## src/rtl/lifo_stack_if.sv

```systemverilog
// ---------------------------------------------------------------------------
// lifo_stack_if
//   Bundles the request and status signals of lifo_stack_ctrl.
//   master : the client. It drives clear/push/pop/din and observes the status.
//   slave  : the stack controller itself.
//   Signals
//     clear, push, pop, din        request side (master -> slave)
//     dout, dout_valid             registered pop result
//     top                          combinational peek of the top entry
//     count, empty, full,
//     almost_full, almost_empty    occupancy status
//     overflow, underflow          sticky error flags
// ---------------------------------------------------------------------------
interface lifo_stack_if #(
    parameter int WIDTH = 8,
    parameter int DEPTH = 8
);
    localparam int CW = $clog2(DEPTH + 1);

    logic             clear;
    logic             push;
    logic             pop;
    logic [WIDTH-1:0] din;
    logic [WIDTH-1:0] dout;
    logic             dout_valid;
    logic [WIDTH-1:0] top;
    logic [CW-1:0]    count;
    logic             empty;
    logic             full;
    logic             almost_full;
    logic             almost_empty;
    logic             overflow;
    logic             underflow;

    modport master (
        output clear, push, pop, din,
        input  dout, dout_valid, top, count, empty, full,
               almost_full, almost_empty, overflow, underflow
    );

    modport slave (
        input  clear, push, pop, din,
        output dout, dout_valid, top, count, empty, full,
               almost_full, almost_empty, overflow, underflow
    );
endinterface

```

## src/rtl/lifo_stack_ctrl.sv

```systemverilog
// ---------------------------------------------------------------------------
// lifo_stack_ctrl
//   Parametrised LIFO stack. Pop data is registered (one cycle latency, flagged
//   by a one-cycle dout_valid pulse); the top entry is also visible
//   combinationally. Simultaneous push+pop replaces the top entry in place.
//   clear flushes the stack and the sticky overflow/underflow flags.
//   Ports
//     clk   : clock, rising edge
//     rstn  : synchronous active-low reset, highest priority
//     bus   : lifo_stack_if.slave (requests in, data/status out)
// ---------------------------------------------------------------------------
module lifo_stack_ctrl #(
    parameter int WIDTH     = 8,
    parameter int DEPTH     = 8,
    parameter int AF_MARGIN = 1,
    parameter int AE_MARGIN = 1
) (
    input  logic         clk,
    input  logic         rstn,
    lifo_stack_if.slave  bus
);
    localparam int CW = $clog2(DEPTH + 1);
    localparam int AW = (DEPTH > 1) ? $clog2(DEPTH) : 1;

    localparam logic [CW-1:0] CNT_FULL = CW'(DEPTH);
    localparam logic [CW-1:0] CNT_AF   = CW'(DEPTH - AF_MARGIN);
    localparam logic [CW-1:0] CNT_AE   = CW'(AE_MARGIN);

    // Storage: no reset, only count decides which entries are live.
    logic [WIDTH-1:0] mem [DEPTH];

    logic [CW-1:0]    count_q, count_d;
    logic [WIDTH-1:0] dout_q, dout_d;
    logic             dout_valid_q, dout_valid_d;
    logic             overflow_q, overflow_d;
    logic             underflow_q, underflow_d;

    logic             mem_we;
    logic [AW-1:0]    mem_waddr;
    logic [WIDTH-1:0] mem_wdata;

    logic             is_empty;
    logic             is_full;
    logic [AW-1:0]    top_addr;
    logic [WIDTH-1:0] top_word;

    assign is_empty = (count_q == '0);
    assign is_full  = (count_q == CNT_FULL);
    // Only meaningful when not empty; truncation to AW bits is exact for
    // count values 1..DEPTH.
    assign top_addr = AW'(count_q - CW'(1));
    assign top_word = mem[top_addr];

    // -----------------------------------------------------------------------
    // Next-state logic
    // -----------------------------------------------------------------------
    always_comb begin
        count_d      = count_q;
        dout_d       = dout_q;
        dout_valid_d = 1'b0;
        overflow_d   = overflow_q;
        underflow_d  = underflow_q;
        mem_we       = 1'b0;
        mem_waddr    = top_addr;
        mem_wdata    = bus.din;

        if (bus.clear) begin
            // Flush: requests in the same cycle are dropped, dout holds.
            count_d     = '0;
            overflow_d  = 1'b0;
            underflow_d = 1'b0;
        end else begin
            unique case ({bus.push, bus.pop})
                2'b10: begin
                    if (!is_full) begin
                        mem_we    = 1'b1;
                        mem_waddr = AW'(count_q);
                        count_d   = count_q + CW'(1);
                    end else begin
                        overflow_d = 1'b1;
                    end
                end
                2'b01: begin
                    if (!is_empty) begin
                        dout_d       = top_word;
                        dout_valid_d = 1'b1;
                        count_d      = count_q - CW'(1);
                    end else begin
                        underflow_d = 1'b1;
                    end
                end
                2'b11: begin
                    if (!is_empty) begin
                        // Replace-top: old top goes out, din takes its slot.
                        // Legal when full since occupancy does not change.
                        dout_d       = top_word;
                        dout_valid_d = 1'b1;
                        mem_we       = 1'b1;
                        mem_waddr    = top_addr;
                    end else begin
                        // Nothing to pop; the push half still lands.
                        mem_we      = 1'b1;
                        mem_waddr   = '0;
                        count_d     = CW'(1);
                        underflow_d = 1'b1;
                    end
                end
                default: begin
                end
            endcase
        end
    end

    // -----------------------------------------------------------------------
    // State registers
    // -----------------------------------------------------------------------
    always_ff @(posedge clk) begin
        if (!rstn) begin
            count_q      <= '0;
            dout_q       <= '0;
            dout_valid_q <= 1'b0;
            overflow_q   <= 1'b0;
            underflow_q  <= 1'b0;
        end else begin
            count_q      <= count_d;
            dout_q       <= dout_d;
            dout_valid_q <= dout_valid_d;
            overflow_q   <= overflow_d;
            underflow_q  <= underflow_d;
        end
    end

    // Memory write port; blocked during reset so reset truly dominates.
    always_ff @(posedge clk) begin
        if (rstn && mem_we) begin
            mem[mem_waddr] <= mem_wdata;
        end
    end

    // -----------------------------------------------------------------------
    // Outputs
    // -----------------------------------------------------------------------
    assign bus.dout         = dout_q;
    assign bus.dout_valid   = dout_valid_q;
    assign bus.top          = is_empty ? '0 : top_word;
    assign bus.count        = count_q;
    assign bus.empty        = is_empty;
    assign bus.full         = is_full;
    assign bus.almost_full  = (count_q >= CNT_AF);
    assign bus.almost_empty = (count_q <= CNT_AE);
    assign bus.overflow     = overflow_q;
    assign bus.underflow    = underflow_q;
endmodule

```

## src/flat_wrapper.sv

```systemverilog
// flat-port wrapper written by rule: the top's interface ports become plain ports
module lifo_stack_ctrl_flat 
#(
    parameter int WIDTH     = 8,
    parameter int DEPTH     = 8,
    parameter int AF_MARGIN = 1,
    parameter int AE_MARGIN = 1
)
  (clk, rstn, bus_clear, bus_push, bus_pop, bus_din, bus_dout, bus_dout_valid, bus_top, bus_count, bus_empty, bus_full, bus_almost_full, bus_almost_empty, bus_overflow, bus_underflow);
  lifo_stack_if #(.WIDTH(WIDTH), .DEPTH(DEPTH)) bus_i ();
  input  logic clk;
  input  logic rstn;
  input wire logic [$bits(bus_i.clear)-1:0] bus_clear;
  input wire logic [$bits(bus_i.push)-1:0] bus_push;
  input wire logic [$bits(bus_i.pop)-1:0] bus_pop;
  input wire logic [$bits(bus_i.din)-1:0] bus_din;
  output wire logic [$bits(bus_i.dout)-1:0] bus_dout;
  output wire logic [$bits(bus_i.dout_valid)-1:0] bus_dout_valid;
  output wire logic [$bits(bus_i.top)-1:0] bus_top;
  output wire logic [$bits(bus_i.count)-1:0] bus_count;
  output wire logic [$bits(bus_i.empty)-1:0] bus_empty;
  output wire logic [$bits(bus_i.full)-1:0] bus_full;
  output wire logic [$bits(bus_i.almost_full)-1:0] bus_almost_full;
  output wire logic [$bits(bus_i.almost_empty)-1:0] bus_almost_empty;
  output wire logic [$bits(bus_i.overflow)-1:0] bus_overflow;
  output wire logic [$bits(bus_i.underflow)-1:0] bus_underflow;
  assign bus_i.clear = bus_clear;
  assign bus_i.push = bus_push;
  assign bus_i.pop = bus_pop;
  assign bus_i.din = bus_din;
  assign bus_dout = bus_i.dout;
  assign bus_dout_valid = bus_i.dout_valid;
  assign bus_top = bus_i.top;
  assign bus_count = bus_i.count;
  assign bus_empty = bus_i.empty;
  assign bus_full = bus_i.full;
  assign bus_almost_full = bus_i.almost_full;
  assign bus_almost_empty = bus_i.almost_empty;
  assign bus_overflow = bus_i.overflow;
  assign bus_underflow = bus_i.underflow;
  lifo_stack_ctrl #(.WIDTH(WIDTH), .DEPTH(DEPTH), .AF_MARGIN(AF_MARGIN), .AE_MARGIN(AE_MARGIN)) u_core (.clk(clk), .rstn(rstn), .bus(bus_i));
endmodule
```

## config.mk

```make
export PLATFORM = sky130hd
export DESIGN_NAME = lifo_stack_ctrl_flat
export DESIGN_NICKNAME = d
export VERILOG_FILES = /design/src/rtl/lifo_stack_if.sv /design/src/rtl/lifo_stack_ctrl.sv /design/src/flat_wrapper.sv
export SDC_FILE = /design/constraint.sdc
export NUM_CORES = 1
export LEC_CHECK = 0
export BUFFER_PORTS_ARGS = -buffer_cell sky130_fd_sc_hd__buf_2
export CORE_MARGIN = 2
export CORE_UTILIZATION = 50
export DETAILED_ROUTE_END_ITERATION = 12
export PLACE_DENSITY = 0.72
export SYNTH_ARGS = -nofsm -noshare
export SYNTH_HDL_FRONTEND = slang
export SYNTH_SLANG_ARGS = --single-unit
```

## constraint.sdc

```tcl
create_clock -name clk -period 5.4 [get_ports clk]
set_clock_uncertainty 0.2 [all_clocks]
set_input_delay 0.81 -clock clk [delete_from_list [all_inputs] [get_ports clk]]
set_output_delay 0.81 -clock clk [all_outputs]
set_load 0.01 [all_outputs]
```

==> results list <==
* Result of the run: completed
- Number of global-route vias before repair: a little under 2000
- Register-to-Register Path Depth: 6
* Worst max-slew margin expressed relative to the limit: between 30% and 40%
* Max IR drop VDD: about 0.2 mV
- Following the worst setup path forward leads to its endpoint at bus_top[1].
* Worst Hold Slack: between 200 and 250 ps
* Count of port buffers added during placement: 39
- For met1 alone, demand over resource in global routing was between 20% and 30%.
- Area of the die: approximately 7600 um^2
- Worst reg2reg path startpoint: u_core.bus.count[0]$_SDFFE_PP0P_
- The share of total power dissipated in sequential elements is between 50 and 60%.
- The share of synthesized area in the top cell type comes to approximately 56%.
- Global Route Usage Sum: about 20%
- Part of the power in the clock network: 35.9%
* CTS clk-pin slew, worst paths: ~80 ps
- Final hold violations: 0
- For this block, the routed nets add up to a little under 7000 um of wire.
- The startpoint identified for the worst hold timing path is u_core.bus.dout[1]$_SDFFE_PN0P_.
* Internal power component: about 0.0010 W
* Sum of negative setup slack: 0 ps
- The later pin in the worst-skew pair is clocked with a latency of between 300 and 400 ps.
* Top post-synthesis cells by area: sky130_fd_sc_hd__edfxtp_1 56%, sky130_fd_sc_hd__mux4_2 10%, sky130_fd_sc_hd__dfxtp_1 8.7%, sky130_fd_sc_hd__nand2_1 4.0%, sky130_fd_sc_hd__a22oi_1 2.0%
- Final setup viols: 0
- Setup repair after global routing left no endpoint under its margin.
- Classification of the worst setup path: register to primary output
* Post-synth EDFFs: between 60 and 70
- In this run the horizontal extent of the chip is between 80 and 90 um.
* Kind of start point of the critical path: register
- Main synth FF type: sky130_fd_sc_hd__edfxtp_1
- Time the final worst path needs with I/O delays and setup: around 3900 ps
* CP Launch Point: u_core.bus.count[0]$_SDFFE_PP0P_
- The pre-antenna-repair detailed-routing pass consisted of 4 iterations.
- Across the run, the number of max-cap violations was 0.
- Number of top-level pins: 40
- Number of DRC markers after the initial detailed-route iteration: 238
- WP data required: 4390 ps
- Post-synth cell types: 42
- In this run the core area contains 30 standard-cell rows.
- FILL cells: 542
- Number of remaining DRC errors: 0
- Sw Ratio: approximately 25%
* Clock Path Buffers: 2
* Leakage: roughly 1.4 nW
- The repair_antennas step left the layout with diodes totalling 0.
- Starting Density: 51.2%
- Post-layout nets: ~300
- Die Height: roughly 87 um
* TritonCTS Sinks: 79
- Once the clock tree was built, the resizer swapped 0 gates to a different size.
* Gate count after technology mapping: roughly 240
- Path category of the worst min-delay check: register to register
- The worst path uses between 70 and 80% of the clock period.
- After legalization and detailed placement, the total HPWL measured 4660 um.
- Cts-stage hold buffer count: 0
- Part of the total power dissipated in combinational logic: a little over an eighth
- Total clock buffers created by CTS: 9
- Number of warnings reported in the yosys synthesis log: 0
* Via total after detailed routing: approximately 2200
* Asr flop ratio synth: 0%
- The average instance in the mapped netlist occupies between 10 and 15 um^2.
* Global routing met3 resource utilization: 5.59%
- The first global-routing pass estimated roughly 11000 um of wire.
- The worst setup path is captured at a primary output.
- The congestion estimate from routability-driven global placement came to 0.876.
- Setup slack on the worst reg-to-reg path comes out at ~1800 ps.
- The max-slew violation total from the final report came to 0.
- Clock root cell: sky130_fd_sc_hd__clkbuf_8
- Number of antenna violations at the first check in global routing: 0
- Overflow after GRT: 0
- FF-to-FF End: u_core.mem[4][3]$_DFFE_PP_
- In the routed layout, each cell is associated on average with a via count of 5.88.
- Summing the sequential cell areas from Yosys gives 64.3% of the chip area.
- At the pin with the least slew margin, the transition time is just over 900 ps.
* Global route hottest layer: met1
- Routed wire length per instance: between 15 and 20 um
- Core region area: between 6000 and 7000 um^2
* Flip-flop and latch count after synthesis: 79
- Sorting the synthesized cells by how often they occur yields 64 x sky130_fd_sc_hd__edfxtp_1, 37 x sky130_fd_sc_hd__nand2_1, 16 x sky130_fd_sc_hd__mux4_2.
- Most instantiated library cell after synthesis: sky130_fd_sc_hd__edfxtp_1
- Post-synth design cell area: 3460 um^2
- In the final layout, the share of cells above drive strength 1 is 30.3%.
- Power spread over the standard cell area amounts to approximately 340 nW/um^2.
* Leading area contributor after synthesis: sky130_fd_sc_hd__edfxtp_1
- CTS tree: done
- Net switching power figure: between 0.0003 and 0.0004 W
* Net count after synthesis: between 200 and 300
- Maximum fanout encountered on the critical timing path: 30
* Post CTS Setup Buffer Count: 0
- The H-tree was split into 3 levels.
- Area added between synthesis and finish: 15.1%
- Met2 layer usage reported by global route: between 20% and 30%
* Cell area after placement: approximately 3800 um^2
- Post-route antenna net violation count: 0
- Pin count of the biggest net entering global routing: 31
- Finished Cell Area: a little under 4000 um^2
- Arrival time reported for the critical path endpoint: around 2900 ps
* Max Clk Rate: about 260 MHz
## worst max-delay path, stage by stage, from the launching register on
cell and delay, ps:
sky130_fd_sc_hd__dfxtp_1 330, sky130_fd_sc_hd__buf_4 380, sky130_fd_sc_hd__inv_1 120, sky130_fd_sc_hd__ha_1 860, sky130_fd_sc_hd__mux4_2 370, sky130_fd_sc_hd__nand2_1 60, sky130_fd_sc_hd__a21oi_1 230, sky130_fd_sc_hd__buf_2 170
## layer usage
layer	vias to the layer above	wire (um)
met4	0	127
met3	14	437
li1	1004	-
met1	1045	3130
met5	-	0
met2	94	3150
## state kept, by name, summed over array words and instances (netlist names)
| signal | cells |
|---|---|
| u_core.bus.dout_valid | 1 |
| u_core.bus.count | 4 |
| u_core.mem | 64 |
| u_core.bus.dout | 8 |
| u_core.bus.overflow | 1 |
| u_core.bus.underflow | 1 |
## stage by stage
step	util, %	cells	worst slack [ps]	power (W)
3_3_place_gp	55.5	351	1590	0.000869
4_1_cts	58.8	367	1460	0.00135
2_1_floorplan	-	236	2240	0.000816
6_report	58.9	367	1510	0.00134
3_5_place_dp	55.5	351	1640	0.000872
5_1_grt	58.9	367	1270	0.00139
## area by class of cell
class | count | area, um^2 | share of cell area (%)
clock buffers | 10 | 128 | 3.21
inverters | 6 | 27.5 | 0.692
multi-input cells | 140 | 1160 | 29.2
well taps | 80 | 100 | 2.52
flip-flops and latches | 79 | 2220 | 55.8
clock inverters | 6 | 93.8 | 2.36
repair buffers | 46 | 248 | 6.23
## power by group through the flow
| stage | registers [W] | clock network, W | logic [W] |
|---|---|---|---|
| 5_1_grt | 0.000675 | 0.000516 | 0.000202 |
| 2_1_floorplan | 0.000690 | 0 | 0.000127 |
| 4_1_cts | 0.000674 | 0.000490 | 0.000184 |
| 6_report | 0.000674 | 0.000482 | 0.000184 |
| 3_5_place_dp | 0.000688 | 0 | 0.000184 |
| 3_3_place_gp | 0.000688 | 0 | 0.000181 |
## how the worst min path moves through the flow
stage                                            to  slack, ps  depth (start not counted)
global placement    u_core.bus.dout[3]$_SDFFE_PN0P_        220                          2
finish              u_core.bus.dout[1]$_SDFFE_PN0P_        240                          2
CTS                 u_core.bus.dout[1]$_SDFFE_PN0P_        240                          2
global route        u_core.bus.dout[7]$_SDFFE_PN0P_        250                          2
detailed placement  u_core.bus.dout[1]$_SDFFE_PN0P_        230                          2
floorplan           u_core.bus.dout[0]$_SDFFE_PN0P_        260                          2
## cell usage in the layout (no fill, tap or decap), types with 4 or more instances in the layout
cell | netlist | layout
sky130_fd_sc_hd__a21oi_1 | 11 | 11
sky130_fd_sc_hd__a22oi_1 | 9 | 9
sky130_fd_sc_hd__buf_2 | 8 | 39
sky130_fd_sc_hd__buf_4 | 2 | 7
sky130_fd_sc_hd__clkbuf_8 | 0 | 9
sky130_fd_sc_hd__dfxtp_1 | 15 | 15
sky130_fd_sc_hd__edfxtp_1 | 64 | 64
sky130_fd_sc_hd__ha_1 | 4 | 4
sky130_fd_sc_hd__inv_1 | 5 | 5
sky130_fd_sc_hd__mux4_2 | 16 | 16
sky130_fd_sc_hd__nand2_1 | 37 | 37
sky130_fd_sc_hd__nand2b_1 | 5 | 5
sky130_fd_sc_hd__nor2_1 | 7 | 7
sky130_fd_sc_hd__nor2b_1 | 5 | 5
sky130_fd_sc_hd__nor3_1 | 5 | 5
sky130_fd_sc_hd__o21ai_0 | 5 | 5
## cell families after synthesis
| group | count (synthesis) | share of synthesized area [%] |
|---|---|---|
| AO/OA/AOI/OAI | 44 | 9.15 |
| XOR/XNOR | 2 | 0.507 |
| adder cells (fa/ha/maj) | 4 | 1.45 |
| buffers and inverters | 17 | 2.50 |
| flip-flops | 79 | 64.3 |
| multiplexers | 16 | 10.4 |
| AND/OR/NAND/NOR | 74 | 11.7 |
Note: power is estimated with default switching activity, not from simulation.
